==> src/rtl/mpi_pkg.sv <==
// Shared MPI bus definitions: data/address widths, responder FSM states, default base address.
package mpi_pkg;

   localparam int unsigned MPI_AW      = 16;
   localparam int unsigned MPI_DW      = 16;
   localparam int unsigned MPI_BW      = 8;
   localparam int unsigned MPI_IDX_W   = 2;
   localparam int unsigned MPI_REG_NUM = 4;
   localparam int unsigned MPI_CNT_W   = 3;

   localparam logic [MPI_AW-1:0] MPI_BASE_ADDR_DEF = 16'o177560;

   typedef enum logic [2:0] {
      ST_IDLE    = 3'd0,
      ST_SKIP    = 3'd1,
      ST_SEL     = 3'd2,
      ST_RD      = 3'd3,
      ST_RD_RPLY = 3'd4,
      ST_WR      = 3'd5,
      ST_WR_RPLY = 3'd6
   } mpi_state_e;

endpackage

==> src/rtl/mpi_sync.sv <==
// N-stage synchroniser for one asynchronous, true-active bus strobe.
module mpi_sync #(
   parameter int unsigned STAGES = 2
) (
   input  logic clk,
   input  logic rst_n,
   input  logic d_i,
   output logic q_o
);

   logic [STAGES-1:0] ff_q;

   always_ff @(posedge clk or negedge rst_n) begin
      if (!rst_n) ff_q <= '0;
      else        ff_q <= {ff_q[STAGES-2:0], d_i};
   end

   assign q_o = ff_q[STAGES-1];

endmodule

==> src/rtl/mpi_slave_resp.sv <==
// MPI bus responder: 4-word register bank in the I/O page answering DATI, DATO(B) and DATIO with RPLY.
module mpi_slave_resp
   import mpi_pkg::*;
#(
   parameter logic [MPI_AW-1:0] BASE_ADDR   = MPI_BASE_ADDR_DEF,
   parameter int unsigned       REG_NUM     = MPI_REG_NUM,
   parameter int unsigned       RPLY_DLY    = 1,
   parameter int unsigned       SYNC_STAGES = 2
) (
   input  logic                 clk,
   input  logic                 rst_n,
   input  logic [MPI_DW-1:0]    ad_in,
   output logic [MPI_DW-1:0]    ad_out,
   output logic                 ad_oe,
   input  logic                 sync_n,
   input  logic                 din_n,
   input  logic                 dout_n,
   input  logic                 wtbt_n,
   input  logic                 bs_n,
   input  logic                 init_n,
   output logic                 rply_oe,
   output logic [63:0]          reg_q,
   output logic                 wr_stb,
   output logic [MPI_IDX_W-1:0] wr_idx
);

   logic s_sync, s_din, s_dout, s_init;

   mpi_sync #(.STAGES(SYNC_STAGES)) u_sync_sync (.clk(clk), .rst_n(rst_n), .d_i(~sync_n), .q_o(s_sync));
   mpi_sync #(.STAGES(SYNC_STAGES)) u_sync_din  (.clk(clk), .rst_n(rst_n), .d_i(~din_n),  .q_o(s_din));
   mpi_sync #(.STAGES(SYNC_STAGES)) u_sync_dout (.clk(clk), .rst_n(rst_n), .d_i(~dout_n), .q_o(s_dout));
   mpi_sync #(.STAGES(SYNC_STAGES)) u_sync_init (.clk(clk), .rst_n(rst_n), .d_i(~init_n), .q_o(s_init));

   mpi_state_e                           state_q, state_d;
   logic [MPI_CNT_W-1:0]                 cnt_q, cnt_d;
   logic [MPI_IDX_W-1:0]                 idx_q, idx_d;
   logic                                 odd_q, odd_d;
   logic                                 sync_prev_q;
   logic [REG_NUM-1:0][MPI_DW-1:0]       regs_q, regs_d;
   logic [MPI_DW-1:0]                    ad_out_q, ad_out_d;
   logic                                 ad_oe_q, ad_oe_d;
   logic                                 rply_oe_q, rply_oe_d;
   logic                                 wr_stb_q, wr_stb_d;
   logic [MPI_IDX_W-1:0]                 wr_idx_q, wr_idx_d;

   always_ff @(posedge clk or negedge rst_n) begin
      if (!rst_n) begin
         state_q     <= ST_IDLE;
         cnt_q       <= '0;
         idx_q       <= '0;
         odd_q       <= 1'b0;
         sync_prev_q <= 1'b0;
         regs_q      <= '0;
         ad_out_q    <= '0;
         ad_oe_q     <= 1'b0;
         rply_oe_q   <= 1'b0;
         wr_stb_q    <= 1'b0;
         wr_idx_q    <= '0;
      end else begin
         state_q     <= state_d;
         cnt_q       <= cnt_d;
         idx_q       <= idx_d;
         odd_q       <= odd_d;
         sync_prev_q <= s_sync;
         regs_q      <= regs_d;
         ad_out_q    <= ad_out_d;
         ad_oe_q     <= ad_oe_d;
         rply_oe_q   <= rply_oe_d;
         wr_stb_q    <= wr_stb_d;
         wr_idx_q    <= wr_idx_d;
      end
   end

   // Next-state and registered-output logic; bus INIT overrides everything.
   always_comb begin
      state_d   = state_q;
      cnt_d     = cnt_q;
      idx_d     = idx_q;
      odd_d     = odd_q;
      regs_d    = regs_q;
      ad_out_d  = ad_out_q;
      ad_oe_d   = ad_oe_q;
      rply_oe_d = rply_oe_q;
      wr_stb_d  = 1'b0;
      wr_idx_d  = wr_idx_q;

      case (state_q)
         ST_IDLE: begin
            if (s_sync && !sync_prev_q) begin
               idx_d = ad_in[2:1];
               odd_d = ad_in[0];
               if (!bs_n && (ad_in[MPI_AW-1:3] == BASE_ADDR[MPI_AW-1:3])) state_d = ST_SEL;
               else                                                        state_d = ST_SKIP;
            end
         end
         ST_SKIP: begin
            if (!s_sync) state_d = ST_IDLE;
         end
         ST_SEL: begin
            if (!s_sync) begin
               state_d = ST_IDLE;
            end else if (s_din) begin
               ad_out_d = regs_q[idx_q];
               if (RPLY_DLY == 0) begin
                  state_d   = ST_RD_RPLY;
                  ad_oe_d   = 1'b1;
                  rply_oe_d = 1'b1;
               end else begin
                  state_d = ST_RD;
                  cnt_d   = MPI_CNT_W'(RPLY_DLY - 1);
               end
            end else if (s_dout) begin
               // WTBT low in the data phase selects a byte lane by the address LSB.
               if (!wtbt_n) begin
                  if (odd_q) regs_d[idx_q][MPI_DW-1:MPI_BW] = ad_in[MPI_DW-1:MPI_BW];
                  else       regs_d[idx_q][MPI_BW-1:0]      = ad_in[MPI_BW-1:0];
               end else begin
                  regs_d[idx_q] = ad_in;
               end
               wr_stb_d = 1'b1;
               wr_idx_d = idx_q;
               if (RPLY_DLY == 0) begin
                  state_d   = ST_WR_RPLY;
                  rply_oe_d = 1'b1;
               end else begin
                  state_d = ST_WR;
                  cnt_d   = MPI_CNT_W'(RPLY_DLY - 1);
               end
            end
         end
         ST_RD: begin
            if (!s_sync) begin
               state_d = ST_IDLE;
            end else if (cnt_q == '0) begin
               state_d   = ST_RD_RPLY;
               ad_oe_d   = 1'b1;
               rply_oe_d = 1'b1;
            end else begin
               cnt_d = cnt_q - 1'b1;
            end
         end
         ST_WR: begin
            if (!s_sync) begin
               state_d = ST_IDLE;
            end else if (cnt_q == '0) begin
               state_d   = ST_WR_RPLY;
               rply_oe_d = 1'b1;
            end else begin
               cnt_d = cnt_q - 1'b1;
            end
         end
         ST_RD_RPLY: begin
            if (!s_sync || !s_din) begin
               state_d   = s_sync ? ST_SEL : ST_IDLE;
               ad_oe_d   = 1'b0;
               rply_oe_d = 1'b0;
            end
         end
         ST_WR_RPLY: begin
            if (!s_sync || !s_dout) begin
               state_d   = s_sync ? ST_SEL : ST_IDLE;
               rply_oe_d = 1'b0;
            end
         end
         default: state_d = ST_IDLE;
      endcase

      if (s_init) begin
         state_d   = ST_IDLE;
         cnt_d     = '0;
         idx_d     = '0;
         odd_d     = 1'b0;
         regs_d    = '0;
         ad_out_d  = '0;
         ad_oe_d   = 1'b0;
         rply_oe_d = 1'b0;
         wr_stb_d  = 1'b0;
         wr_idx_d  = '0;
      end
   end

   assign ad_out  = ad_out_q;
   assign ad_oe   = ad_oe_q;
   assign rply_oe = rply_oe_q;
   assign reg_q   = regs_q;
   assign wr_stb  = wr_stb_q;
   assign wr_idx  = wr_idx_q;

endmodule

==> config.mk <==
export PLATFORM = sky130hd
export DESIGN_NAME = mpi_slave_resp
export DESIGN_NICKNAME = d
export VERILOG_FILES = /design/src/rtl/mpi_pkg.sv /design/src/rtl/mpi_sync.sv /design/src/rtl/mpi_slave_resp.sv
export SDC_FILE = /design/constraint.sdc
export NUM_CORES = 1
export LEC_CHECK = 0
export CORE_ASPECT_RATIO = 1.5
export CORE_UTILIZATION = 55
export DETAILED_ROUTE_END_ITERATION = 10
export DONT_BUFFER_PORTS = 1
export PLACE_DENSITY = 0.7
export SLEW_MARGIN = 20
export SYNTH_ARGS = -nofsm -noshare
export SYNTH_HDL_FRONTEND = slang
export SYNTH_SLANG_ARGS = --single-unit
export TNS_END_PERCENT = 1
==> constraint.sdc <==
create_clock -name clk -period 2 [get_ports clk]
set_clock_uncertainty 0.05 [all_clocks]
set_input_delay 0.4 -clock clk [delete_from_list [all_inputs] [get_ports clk]]
set_output_delay 0.4 -clock clk [all_outputs]
set_load 0.005 [all_outputs]
# == Yosys cells after proc, flatten, opt, wreduce, memory -nomap -nowiden ==
# Index checks and enable logic that the tools add are counted.
# classes
order_cmp,2
eq_ne,22
n_addsub,1
reduce_logical,29
n_bitwise,4
muxes,68
# op_table
cell,n
$mux W64,7
$bwmux W64,3
$mux W16,7
$demux W16 S2,3
$mux W3,18
$bmux W16 S2,1
$pmux W3 S7,1
$mux W2,10
$ne A3 B2 Y1 const B,6
$mux W1,14
$eq A13 B13 Y1 const B,1
$ne A3 B1 Y1 const B,4
$reduce_bool A2 Y1,6
$reduce_and A5 Y1,2
$eq A3 B3 Y1 const B,3
$mux W8,1
$ne A4 B3 Y1 const B,2
$reduce_and A4 Y1,2
$reduce_and A7 Y1,1
$eq A3 B2 Y1 const B,2
$logic_not A3 Y1,2
$pmux W3 S2,1
$reduce_bool A3 Y1,2
$logic_not A1 Y1,5
other kinds (16),22
# word_totals
reg_bits,103
word_cells,144
inputBits,24

# == Logic depth before layout (Yosys ltp) ==
# Gate-level depths: netlist (run 1).
# logic_depth
depth_word,12
depth_mapped,7
depth_no_buf,6

# == Modules after synthesis ==
# Synthesis (run 1) repeated with hierarchy kept, for this count alone.
# hier_totals
cells_unflattened,469
area_unflattened_um2,4929.7
# by_module_without_submodules
module,area_each_um2,cells_each,n_inst
mpi_slave_resp,4729.5,461,1
mpi_sync,50.0,2,4

# == Worst setup path after synthesis (run 1) ==
# OpenSTA, ideal clock, no wires.
# synth_path
path_kind,flip-flop to flip-flop
start,register state_q[2]
end,register state_q[0]
setup_slack_ns,0.242
path_stages_with_launch,6
setup_time_ns,0.120
path_buffers,1
t_arrival_ns,1.588
period_less_slack_ns,1.758
cell_sequence,dfrtp_1 buf_2 or3_1 o32a_1 and2_1 a31o_1
# synth_between
elab_chain_len,3
word_cells_on_any_way,17
cone_classes,eq/ne: 13; mux: 2; reduce/logical: 2
# synth_rtl
element,line,source
from (decl),mpi_slave_resp.sv:34,"mpi_state_e state_q, state_d;"
from (signal assigned),mpi_slave_resp.sv:60,state_q <= state_d;
"$eq A3 B2 Y1, or another cell as far along",mpi_slave_resp.sv:87,case (state_q)
"$ne A5 B2 Y1 (no source line), or another cell as far along",--,
$reduce_and A7 Y1 (no source line) or $mux W3 (tied branches),--,
# Parallel ways exist; a longest one is shown, timed or not.
# A chain may end at the register's enable or synchronous reset.

# == Worst setup path after layout (run 1) ==
# layout_path
start,register cnt_q[0]
end,register cnt_q[0]
# layout_between
elab_chain_len,5
word_cells_on_any_way,8
cone_classes,add/sub: 1; eq/ne: 1; mux: 4; reduce/logical: 2
# layout_rtl
element,line,source
from (decl),mpi_slave_resp.sv:35,"logic [MPI_CNT_W-1:0] cnt_q, cnt_d;"
from (signal assigned),mpi_slave_resp.sv:61,cnt_q <= cnt_d;
$sub A3 B1 Y3,"mpi_slave_resp.sv:139, mpi_slave_resp.sv:149",
$mux W3,"mpi_slave_resp.sv:134, mpi_slave_resp.sv:145",
$mux W3,mpi_slave_resp.sv:143,if (!s_sync) begin
$pmux W3 S2,mpi_slave_resp.sv:87,
$mux W3,mpi_slave_resp.sv:168,if (s_init) begin
# Parallel ways exist; a longest one is shown, timed or not. The select of a mux whose other input is x is not followed.

==> results of run 1 <==
-- layout make-up --
type	count	area (um^2)
clock buffer	11	243
tap	110	138
multi-input combinational	295	2350
sequential	103	2580
timing repair buffer	18	135
inverter	26	97.6
clock inverter	5	81.3
fill	725	3310
-- registers in the layout (all words and copies together), names as in the netlist --
register          count
reg_q                64
ad_out               16
cnt_q                 3
state_q               3
idx_q                 2
u_sync_din.ff_q       2
u_sync_dout.ff_q      2
u_sync_init.ff_q      2
u_sync_sync.ff_q      2
wr_idx                2
ad_oe                 1
odd_q                 1
rply_oe               1
sync_prev_q           1
wr_stb                1
-- cells in the final DEF, fill, tap and decap left out, types with 3 or more instances in the layout --
master	n
nand4b_1	3
mux4_2	16
nand2_2	3
clkbuf_16	9
nand2b_1	74
nor2_1	12
a21oi_1	3
and3b_1	3
and2_1	3
inv_1	26
buf_4	18
o21ai_0	34
mux2i_1	64
nand2_1	23
nor2b_1	13
dfrtp_1	102
-- worst paths after layout --
| kind | startpoint | end | slack (ns) | cells past startpoint |
|---|---|---|---|---|
| worst min-delay path | rst_n | ad_out[10] | -0.30 | 0 |
| min in group clk | sync_n | u_sync_sync.ff_q[0] | 0.06 | 1 |
| max in group asynchronous | rst_n | reg_q[39] | 2.01 | 0 |
| worst max-delay path | cnt_q[0] | cnt_q[0] | 0.11 | 6 |
| worst max register to register | cnt_q[0] | cnt_q[0] | 0.11 | 6 |
| worst min register to register | u_sync_dout.ff_q[0] | u_sync_dout.ff_q[1] | 0.30 | 0 |
-- through the flow --
stage,std cells,util [%],power (uW),hold WS [ns],setup slack (ns)
finish,568,62.9,4470,-0.300,0.106
global route,568,62.9,4620,-0.315,0.0207
CTS,568,62.8,4500,-0.318,0.0415
detailed placement,552,59.1,2620,0.0566,0.0566
global placement,552,59.1,2610,0.0570,0.0675
floorplan,452,-,2530,0.0544,0.242
-- worst reg2reg max path, delay by kind of cell (launching register included) --
kind | cells | cell delay (ns)
DFF | 1 | 0.36
and+or+nand+nor | 3 | 0.76
adders and majority gates | 1 | 0.21
muxes | 1 | 0.35
buffers and inverters | 1 | 0.06
-- routing by layer --
layer	part of all wire (%)	vias up	track usage, %	routed length (um)
met5	0	-	0	0
met3	6.5	20	6.87	773
met4	2.6	0	12.3	306
li1	-	1557	-	-
met2	50	117	43.2	5910
met1	41	1697	30.5	4850
-- power groups by stage --
stage               registers [uW]  logic (uW)  clock network [uW]
floorplan                     2210         312                   0
global placement              2240         372                   0
detailed placement            2240         381                   0
CTS                           2200         383                1910
global route                  2210         417                2000
finish                        2200         386                1890
-- cell families (layout without fill, tap and decap cells) --
kind of cell | Yosys count | in the layout
compound gates | 56 | 56
flops | 103 | 103
mux | 82 | 82
buf+inv | 54 | 60
fa+ha+maj | 2 | 2
simple gates | 154 | 154
xor+xnor | 1 | 1
-- repair_timing --
action,CTS,global route
gates resized for setup,0,3
hold endpoints to repair,103,103
setup endpoints to repair,0,16
==> results.sh, run 1 <==
export IMPL_relSlewSlack_pct=73.4
export IMPL_hpwl_um=8070
export IMPL_hold_worst_slack_ns=-0.300
export IMPL_grt_overflow_total=0
export IMPL_die_area_mm2=0.00977
export IMPL_die_w_um=81.0
export IMPL_worst_pin_slew_ns=0.399
export IMPL_intPower_uw=3450
export IMPL_leakage_uw=0.00263
export IMPL_yosysTopAreaCellShare_pct=50.0
export IMPL_post_cts_buffers=0
export IMPL_final_cell_area_mm2=0.00562
export IMPL_powerDensity_mw_per_mm2=795
export IMPL_slowest_stage="or3b_1"
export IMPL_post_route_period_util_pct=94.7
export IMPL_pwr_share_seq_pct=49.2
export IMPL_num_rows=42
export IMPL_p_switching_uw=1020
export IMPL_diodes=0
export IMPL_p_comb_share_pct=8.6
export IMPL_slew_viol_final=0
export IMPL_cp_end_kind="register"
export IMPL_critPathTopFamily="simple AND/OR/NAND/NOR gates"
export IMPL_swShare_pct=22.9
export IMPL_cts_tree="done"
export IMPL_p_clk_share_pct=42.2
export IMPL_synth_simple_area_share_pct=17.5
export IMPL_cp_cell_sequence="inv_1, ha_1, and3b_1, or3b_1, nand2_1, mux2_2"
export IMPL_nets=479
export IMPL_synth_adder_area_share_pct=0.486
export IMPL_hold_violations=103
export IMPL_arrival_ns=2.07
export IMPL_holdCritPathClass="in2async"
export IMPL_syn_area_per_cell_um2=11.4
export IMPL_synthXorXnorAreaFrac_pct=0.170
export IMPL_clk_latency_ns=0.34
export IMPL_async_reset_ff_share_pct=100
export IMPL_core_area_mm2=0.00893
export IMPL_violations="negative hold slack"
export IMPL_vias=3391
export IMPL_syn_inst=452
export IMPL_ir_worst_vdd_uv=575
export IMPL_critical_path_class="reg2reg"
export IMPL_io_pins=109
export IMPL_drtIter0Drc=138
export IMPL_initial_utilization_pct=57.7
export IMPL_cpPeakStageDelay_ns=0.40
export IMPL_place_gp_congestion=0.809
export IMPL_setup_viol=0
export IMPL_synth_most_common_cell="dfrtp_1"
export IMPL_ant_nets=0
export IMPL_htreeDepth=3
export IMPL_clockRootBuffer="clkbuf_16"
export IMPL_synthToLayoutAreaGrowth_pct=9.10
export IMPL_synthTopCellsByCount="103 x dfrtp_1, 74 x nand2b_1, 64 x mux2i_1"
export IMPL_vias_per_cell=5.97
export IMPL_ys_flop_type="dfrtp_1"
export IMPL_ys_types=49
export IMPL_clkSinkCount=103
export IMPL_synth_compound_area_share_pct=7.19
export IMPL_fmax_mhz=528
export IMPL_clock_path_buffers=2
export IMPL_synth_area_leaders="dfrtp_1 50%, mux2i_1 12%, nand2b_1 9.0%"
export IMPL_status="complete, but fails checks"
export IMPL_grt_pass1_wl_um=18500
export IMPL_synthesis_area_mm2=0.00515
export IMPL_critPathBufInv=1
export IMPL_drt_wl_total_um=11800
export IMPL_synth_edff_count=0
export IMPL_ys_warn_count=0
export IMPL_drc=0
export IMPL_clk_pin_slew_ns=0.07
export IMPL_grt_max_degree=104
export IMPL_grt_use_total_pct=25.9
export IMPL_die_h_um=121
export IMPL_port_buffers=0
export IMPL_antenna_found_initial=0
export IMPL_drtPass1Iterations=4
export IMPL_drive_gt1_share_pct=14.4
export IMPL_finalSetupTns_ns=0
export IMPL_rsz0062_at_grt="no"
export IMPL_syn_nets=478
export IMPL_post_drt_wl_per_cell_um=20.9
export IMPL_ys_seq_area_share_pct=50.0
export IMPL_fin_crit_ns=1.89
export IMPL_ys_ff_latch=103
export IMPL_numCtsBuffers=9
export IMPL_yosys_area_top_type="dfrtp_1"
export IMPL_synth_area_mux_share_pct=19.9
export IMPL_crit_fanout=3
export IMPL_grt_pass1_vias=3496
export IMPL_critPathRequiredTime_ns=2.18
export IMPL_place_area_mm2=0.00528
export IMPL_cp_start_kind="register"
export IMPL_synth_top_family_by_area="multiplexers"
export IMPL_drv_cap=0
Note: power is estimated with default switching activity, not from simulation.
==> inputs of run 2 (changes only) <==
--- a/config.mk
+++ b/config.mk
@@ -5,11 +5,13 @@
 export SDC_FILE = /design/constraint.sdc
 export NUM_CORES = 1
 export LEC_CHECK = 0
+export CAP_MARGIN = 15
 export CORE_ASPECT_RATIO = 1.5
 export CORE_UTILIZATION = 55
 export DETAILED_ROUTE_END_ITERATION = 10
 export DONT_BUFFER_PORTS = 1
 export PLACE_DENSITY = 0.7
+export SKIP_LAST_GASP = 1
 export SLEW_MARGIN = 20
 export SYNTH_ARGS = -nofsm -noshare
 export SYNTH_HDL_FRONTEND = slang
==> results.sh, run 2 (synthesis gave the netlist of run 1 again) <==
export IMPL_drt_wl_total_um=11900
export IMPL_hpwl_um=8070
export IMPL_ff2ff_path_depth=4
export IMPL_post_drt_wl_per_cell_um=20.9
export IMPL_num_rows=42
export IMPL_slew_viol_final=0
export IMPL_intPower_uw=3450
export IMPL_drc=0
export IMPL_crit_fanout=8
export IMPL_ant_nets=0
export IMPL_drv_cap=0
export IMPL_largest_reg_flops=64
export IMPL_cp_start_kind="register"
export IMPL_grt_max_degree=104
export IMPL_fin_util_pct=62.8
export IMPL_p_clk_share_pct=42.2
export IMPL_clock_path_buffers=2
export IMPL_critPathRequiredTime_ns=2.16
export IMPL_grt_pass1_wl_um=18500
export IMPL_setup_viol=0
export IMPL_stdcell_count=568
export IMPL_clk_latency_ns=0.34
export IMPL_fin_crit_ns=1.95
export IMPL_swShare_pct=22.9
export IMPL_reg2reg_to="reg_q[15]"
export IMPL_place_inst=552
export IMPL_critical_path_class="reg2reg"
export IMPL_reg2reg_from="state_q[2]"
export IMPL_die_h_um=121
export IMPL_drive_gt1_share_pct=14.0
export IMPL_drtPass1Iterations=4
export IMPL_post_route_period_util_pct=97.5
export IMPL_initial_utilization_pct=57.7
export IMPL_leakage_uw=0.00262
export IMPL_violations="negative hold slack"
export IMPL_dpl_worst_slack_ns=0.0566
export IMPL_place_gp_congestion=0.809
export IMPL_nets=479
export IMPL_mostFrequentLayoutCells="102 x dfrtp_1, 74 x nand2b_1, 64 x mux2i_1"
export IMPL_pwr_share_seq_pct=49.2
export IMPL_arrival_ns=2.11
export IMPL_ir_worst_vdd_uv=577
export IMPL_hold_worst_slack_ns=-0.301
export IMPL_startpoint="state_q[2]"
export IMPL_antenna_found_initial=0
export IMPL_cts_tree="done"
export IMPL_r2r_setup_slack_ns=0.05
export IMPL_worst_pin_slew_ns=0.537
export IMPL_clkSinkCount=103
export IMPL_numCtsBuffers=9
export IMPL_vias_per_cell=5.92
export IMPL_diodes=0
export IMPL_grt_use_total_pct=25.9
export IMPL_io_pins=109
export IMPL_worst_slack_ns=0.0503
export IMPL_grt_overflow_total=0
export IMPL_clk_pin_slew_ns=0.07
export IMPL_p_switching_uw=1020
export IMPL_clockRootBuffer="clkbuf_16"
export IMPL_fmax_mhz=513
export IMPL_status="complete, but fails checks"
export IMPL_die_area_mm2=0.00977
export IMPL_port_buffers=0
export IMPL_powerDensity_mw_per_mm2=796
export IMPL_die_w_um=81.0
export IMPL_p_comb_share_pct=8.6
export IMPL_core_area_mm2=0.00893
export IMPL_layout_commonest_cell="dfrtp_1"
export IMPL_relSlewSlack_pct=64.2
export IMPL_holdCritPathClass="in2async"
export IMPL_hold_violations=103
export IMPL_htreeDepth=3
export IMPL_rsz0062_at_grt="yes"
export IMPL_grt_pass1_vias=3496
export IMPL_crit_end="reg_q[15]"
export IMPL_vias=3365
export IMPL_cp_end_kind="register"
export IMPL_synthToLayoutAreaGrowth_pct=8.91
export IMPL_drtIter0Drc=141
==> run 2: cell counts in the layout (fill, tap and decap cells not counted) <==
No cell type changed its count.
==> run 2: timing repair <==
item / 4_1_cts / 5_1_grt
buffers inserted: 0 / 0
setup endpoints to repair: 0 / 16
gates resized for setup: 0 / 1
hold endpoints to repair: 103 / 103
==> run 2: through the flow <==
step           TNS [ns]  cell area, um^2  total power (uW)
3_5_place_dp          0             5280              2620
2_1_floorplan         0             5150              2530
3_3_place_gp          0             5280              2610
4_1_cts               0             5610              4500
6_report              0             5610              4470
5_1_grt          -0.290             5610              4620
==> run 2: worst min-delay path by stage <==
stage,cells after the start,startpoint,endpoint
2_1_floorplan,0,rst_n,ad_oe
3_3_place_gp,0,rst_n,cnt_q[0]
3_5_place_dp,0,rst_n,reg_q[46]
4_1_cts,0,rst_n,ad_out[1]
5_1_grt,0,rst_n,reg_q[46]
6_report,0,rst_n,ad_out[10]
==> run 2: metal layers <==
layer / track usage, % / share of wire, % / vias up
met5: 0 / 0 / -
met4: 12.3 / 2.9 / 0
met3: 6.87 / 6.1 / 22
met2: 43.2 / 50 / 108
met1: 30.5 / 41 / 1680
li1: - / - / 1555
==> run 2: critical path, cell delays in order (launching register included) <==
cell,delay [ns]
dfrtp_1,0.37
and3b_1,0.43
a41oi_1,0.21
or3_1,0.56
mux2i_1,0.19
==> run 2: power by group through the flow <==
stage	clock network (uW)	registers [uW]	logic, uW
floorplan	0	2210	312
global placement	0	2240	372
detailed placement	0	2240	381
CTS	1910	2200	383
global route	2000	2210	413
finish	1890	2200	382
==> run 2: final cells by class <==
type,count,area [um^2]
repair buffers,18,135
flip-flops and latches,103,2580
well taps,110,138
clock inverters,5,81.3
fillers,724,3320
clock buffers,11,243
multi-input cells,295,2340
inverters,26,97.6
==> inputs of run 3 (changes only) <==
--- a/config.mk
+++ b/config.mk
@@ -11,6 +11,7 @@
 export DETAILED_ROUTE_END_ITERATION = 10
 export DONT_BUFFER_PORTS = 1
 export PLACE_DENSITY = 0.7
+export REMOVE_ABC_BUFFERS = 1
 export SKIP_LAST_GASP = 1
 export SLEW_MARGIN = 20
 export SYNTH_ARGS = -nofsm -noshare
==> results.sh, run 3 (synthesis gave the netlist of run 1 again) <==
export IMPL_intPower_uw=3450
export IMPL_diodes=0
export IMPL_clkSinkCount=103
export IMPL_io_pins=109
export IMPL_worst_pin_slew_ns=0.645
export IMPL_hold_worst_slack_ns=-0.310
export IMPL_initial_utilization_pct=57.7
export IMPL_place_gp_congestion=0.892
export IMPL_drv_cap=0
export IMPL_drtIter0Drc=173
export IMPL_htreeDepth=3
export IMPL_numCtsBuffers=9
export IMPL_drc=0
export IMPL_violations="negative hold slack"
export IMPL_place_inst=551
export IMPL_synthToLayoutAreaGrowth_pct=9.23
export IMPL_slew_viol_final=0
export IMPL_relSlewSlack_pct=57.0
export IMPL_ant_nets=0
export IMPL_critPathBufInv=0
export IMPL_cts_tree="done"
export IMPL_slowest_stage="or3_1"
export IMPL_largest_reg_flops=64
export IMPL_antenna_found_initial=0
export IMPL_post_route_period_util_pct=95.6
export IMPL_cp_start_kind="register"
export IMPL_holdCritPathClass="in2async"
export IMPL_ir_worst_vdd_uv=648
export IMPL_status="complete, but fails checks"
export IMPL_critPathRequiredTime_ns=2.16
export IMPL_rsz0062_at_grt="no"
export IMPL_leakage_uw=0.00263
export IMPL_vias=3379
export IMPL_num_rows=42
export IMPL_hpwl_um=8240
export IMPL_die_area_mm2=0.00977
export IMPL_drive_gt1_share_pct=14.0
export IMPL_grt_pass1_wl_um=18900
export IMPL_vias_per_cell=5.96
export IMPL_clock_path_buffers=2
export IMPL_stdcell_count=567
export IMPL_r2r_setup_slack_ns=0.09
export IMPL_port_buffers=0
export IMPL_mostFrequentLayoutCells="102 x dfrtp_1, 74 x nand2b_1, 64 x mux2i_1"
export IMPL_p_comb_share_pct=8.4
export IMPL_hold_violations=103
export IMPL_post_drt_wl_per_cell_um=21.4
export IMPL_clk_pin_slew_ns=0.07
export IMPL_die_h_um=121
export IMPL_grt_overflow_total=0
export IMPL_clockRootBuffer="clkbuf_16"
export IMPL_cpPeakStageDelay_ns=0.55
export IMPL_finalSetupTns_ns=0
export IMPL_cp_cell_sequence="and3b_1, a41oi_4, or3_1, mux2i_1"
export IMPL_crit_fanout=8
export IMPL_n_fill_cell=733
export IMPL_critical_path_class="reg2reg"
export IMPL_powerDensity_mw_per_mm2=798
export IMPL_swShare_pct=23.3
export IMPL_core_area_mm2=0.00893
export IMPL_pwr_share_seq_pct=49.2
export IMPL_clk_latency_ns=0.35
export IMPL_drtPass1Iterations=4
export IMPL_power_uw=4490
export IMPL_grt_use_total_pct=26.7
export IMPL_fin_util_pct=63.0
export IMPL_fin_crit_ns=1.91
export IMPL_drt_wl_total_um=12100
export IMPL_setup_viol=0
export IMPL_grt_pass1_vias=3554
export IMPL_critPathTopFamily="simple AND/OR/NAND/NOR gates"
export IMPL_layout_commonest_cell="dfrtp_1"
export IMPL_nets=478
export IMPL_grt_max_degree=104
export IMPL_cp_end_kind="register"
export IMPL_arrival_ns=2.08
export IMPL_fmax_mhz=523
export IMPL_p_switching_uw=1040
export IMPL_die_w_um=81.0
export IMPL_p_clk_share_pct=42.4
-- run 3: changes by cell type in the layout (fill, tap and decap cells not counted) --
cell        before  now
clkbuf_1         1    0
or3_4            0    1
buf_4           18   15
or3_1            3    2
buf_12           0    2
clkinv_2         1    3
nand3_2          1    0
nand3_1          2    3
clkinvlp_4       1    0
-- run 3: timing repair --
item | in CTS | in global routing
gates resized for setup | 0 | 1
setup buffers | 0 | 0
hold endpoints to repair | 103 | 103
setup endpoints to repair | 0 | 8
-- run 3: final timing paths --
kind	to	start	depth (start not counted)
max in group asynchronous	reg_q[25]	rst_n	0
min	reg_q[32]	rst_n	0
min reg2reg	u_sync_dout.ff_q[1]	u_sync_dout.ff_q[0]	0
min in group clk	u_sync_sync.ff_q[0]	sync_n	1
max	reg_q[2]	state_q[2]	4
max reg2reg	reg_q[2]	state_q[2]	4
-- run 3: final cells by class --
| cell class | count | area (um^2) | share of cell area [%] |
|---|---|---|---|
| flip-flops and latches | 103 | 2580 | 45.8 |
| multi-input cells | 295 | 2340 | 41.6 |
| clock buffers | 10 | 239 | 4.25 |
| repair buffers | 17 | 153 | 2.71 |
| well taps | 110 | 138 | 2.44 |
| inverters | 26 | 97.6 | 1.73 |
| clock inverters | 6 | 83.8 | 1.49 |
-- run 3: metrics by stage --
stage	hold slack (ns)	setup WS, ns	cell area [um^2]
3_5_place_dp	0.0575	0.0267	5300
3_3_place_gp	0.0574	0.0723	5300
5_1_grt	-0.328	0.00907	5630
6_report	-0.310	0.0886	5630
2_1_floorplan	0.0544	-0.388	5000
4_1_cts	-0.317	0.0130	5620
-- run 3: power by group through the flow --
| stage | clock network, uW | logic (uW) | registers, uW |
|---|---|---|---|
| 2_1_floorplan | 0 | 248 | 2250 |
| 3_3_place_gp | 0 | 367 | 2250 |
| 3_5_place_dp | 0 | 375 | 2250 |
| 4_1_cts | 1940 | 376 | 2210 |
| 5_1_grt | 2020 | 407 | 2210 |
| 6_report | 1900 | 377 | 2210 |
-- run 3: routing by layer --
| layer | vias up | global-route usage, % | routed length, um |
|---|---|---|---|
| li1 | 1553 | - | - |
| met1 | 1687 | 31.0 | 4570 |
| met2 | 111 | 44.4 | 6360 |
| met3 | 28 | 8.83 | 852 |
| met4 | 0 | 11.4 | 330 |
| met5 | - | 0 | 0 |
-- run 3: worst register-to-register path, cell delays in order (launching register included) --
cell	delay [ns]
dfrtp_1	0.37
and3b_1	0.43
a41oi_4	0.17
or3_1	0.55
mux2i_1	0.20
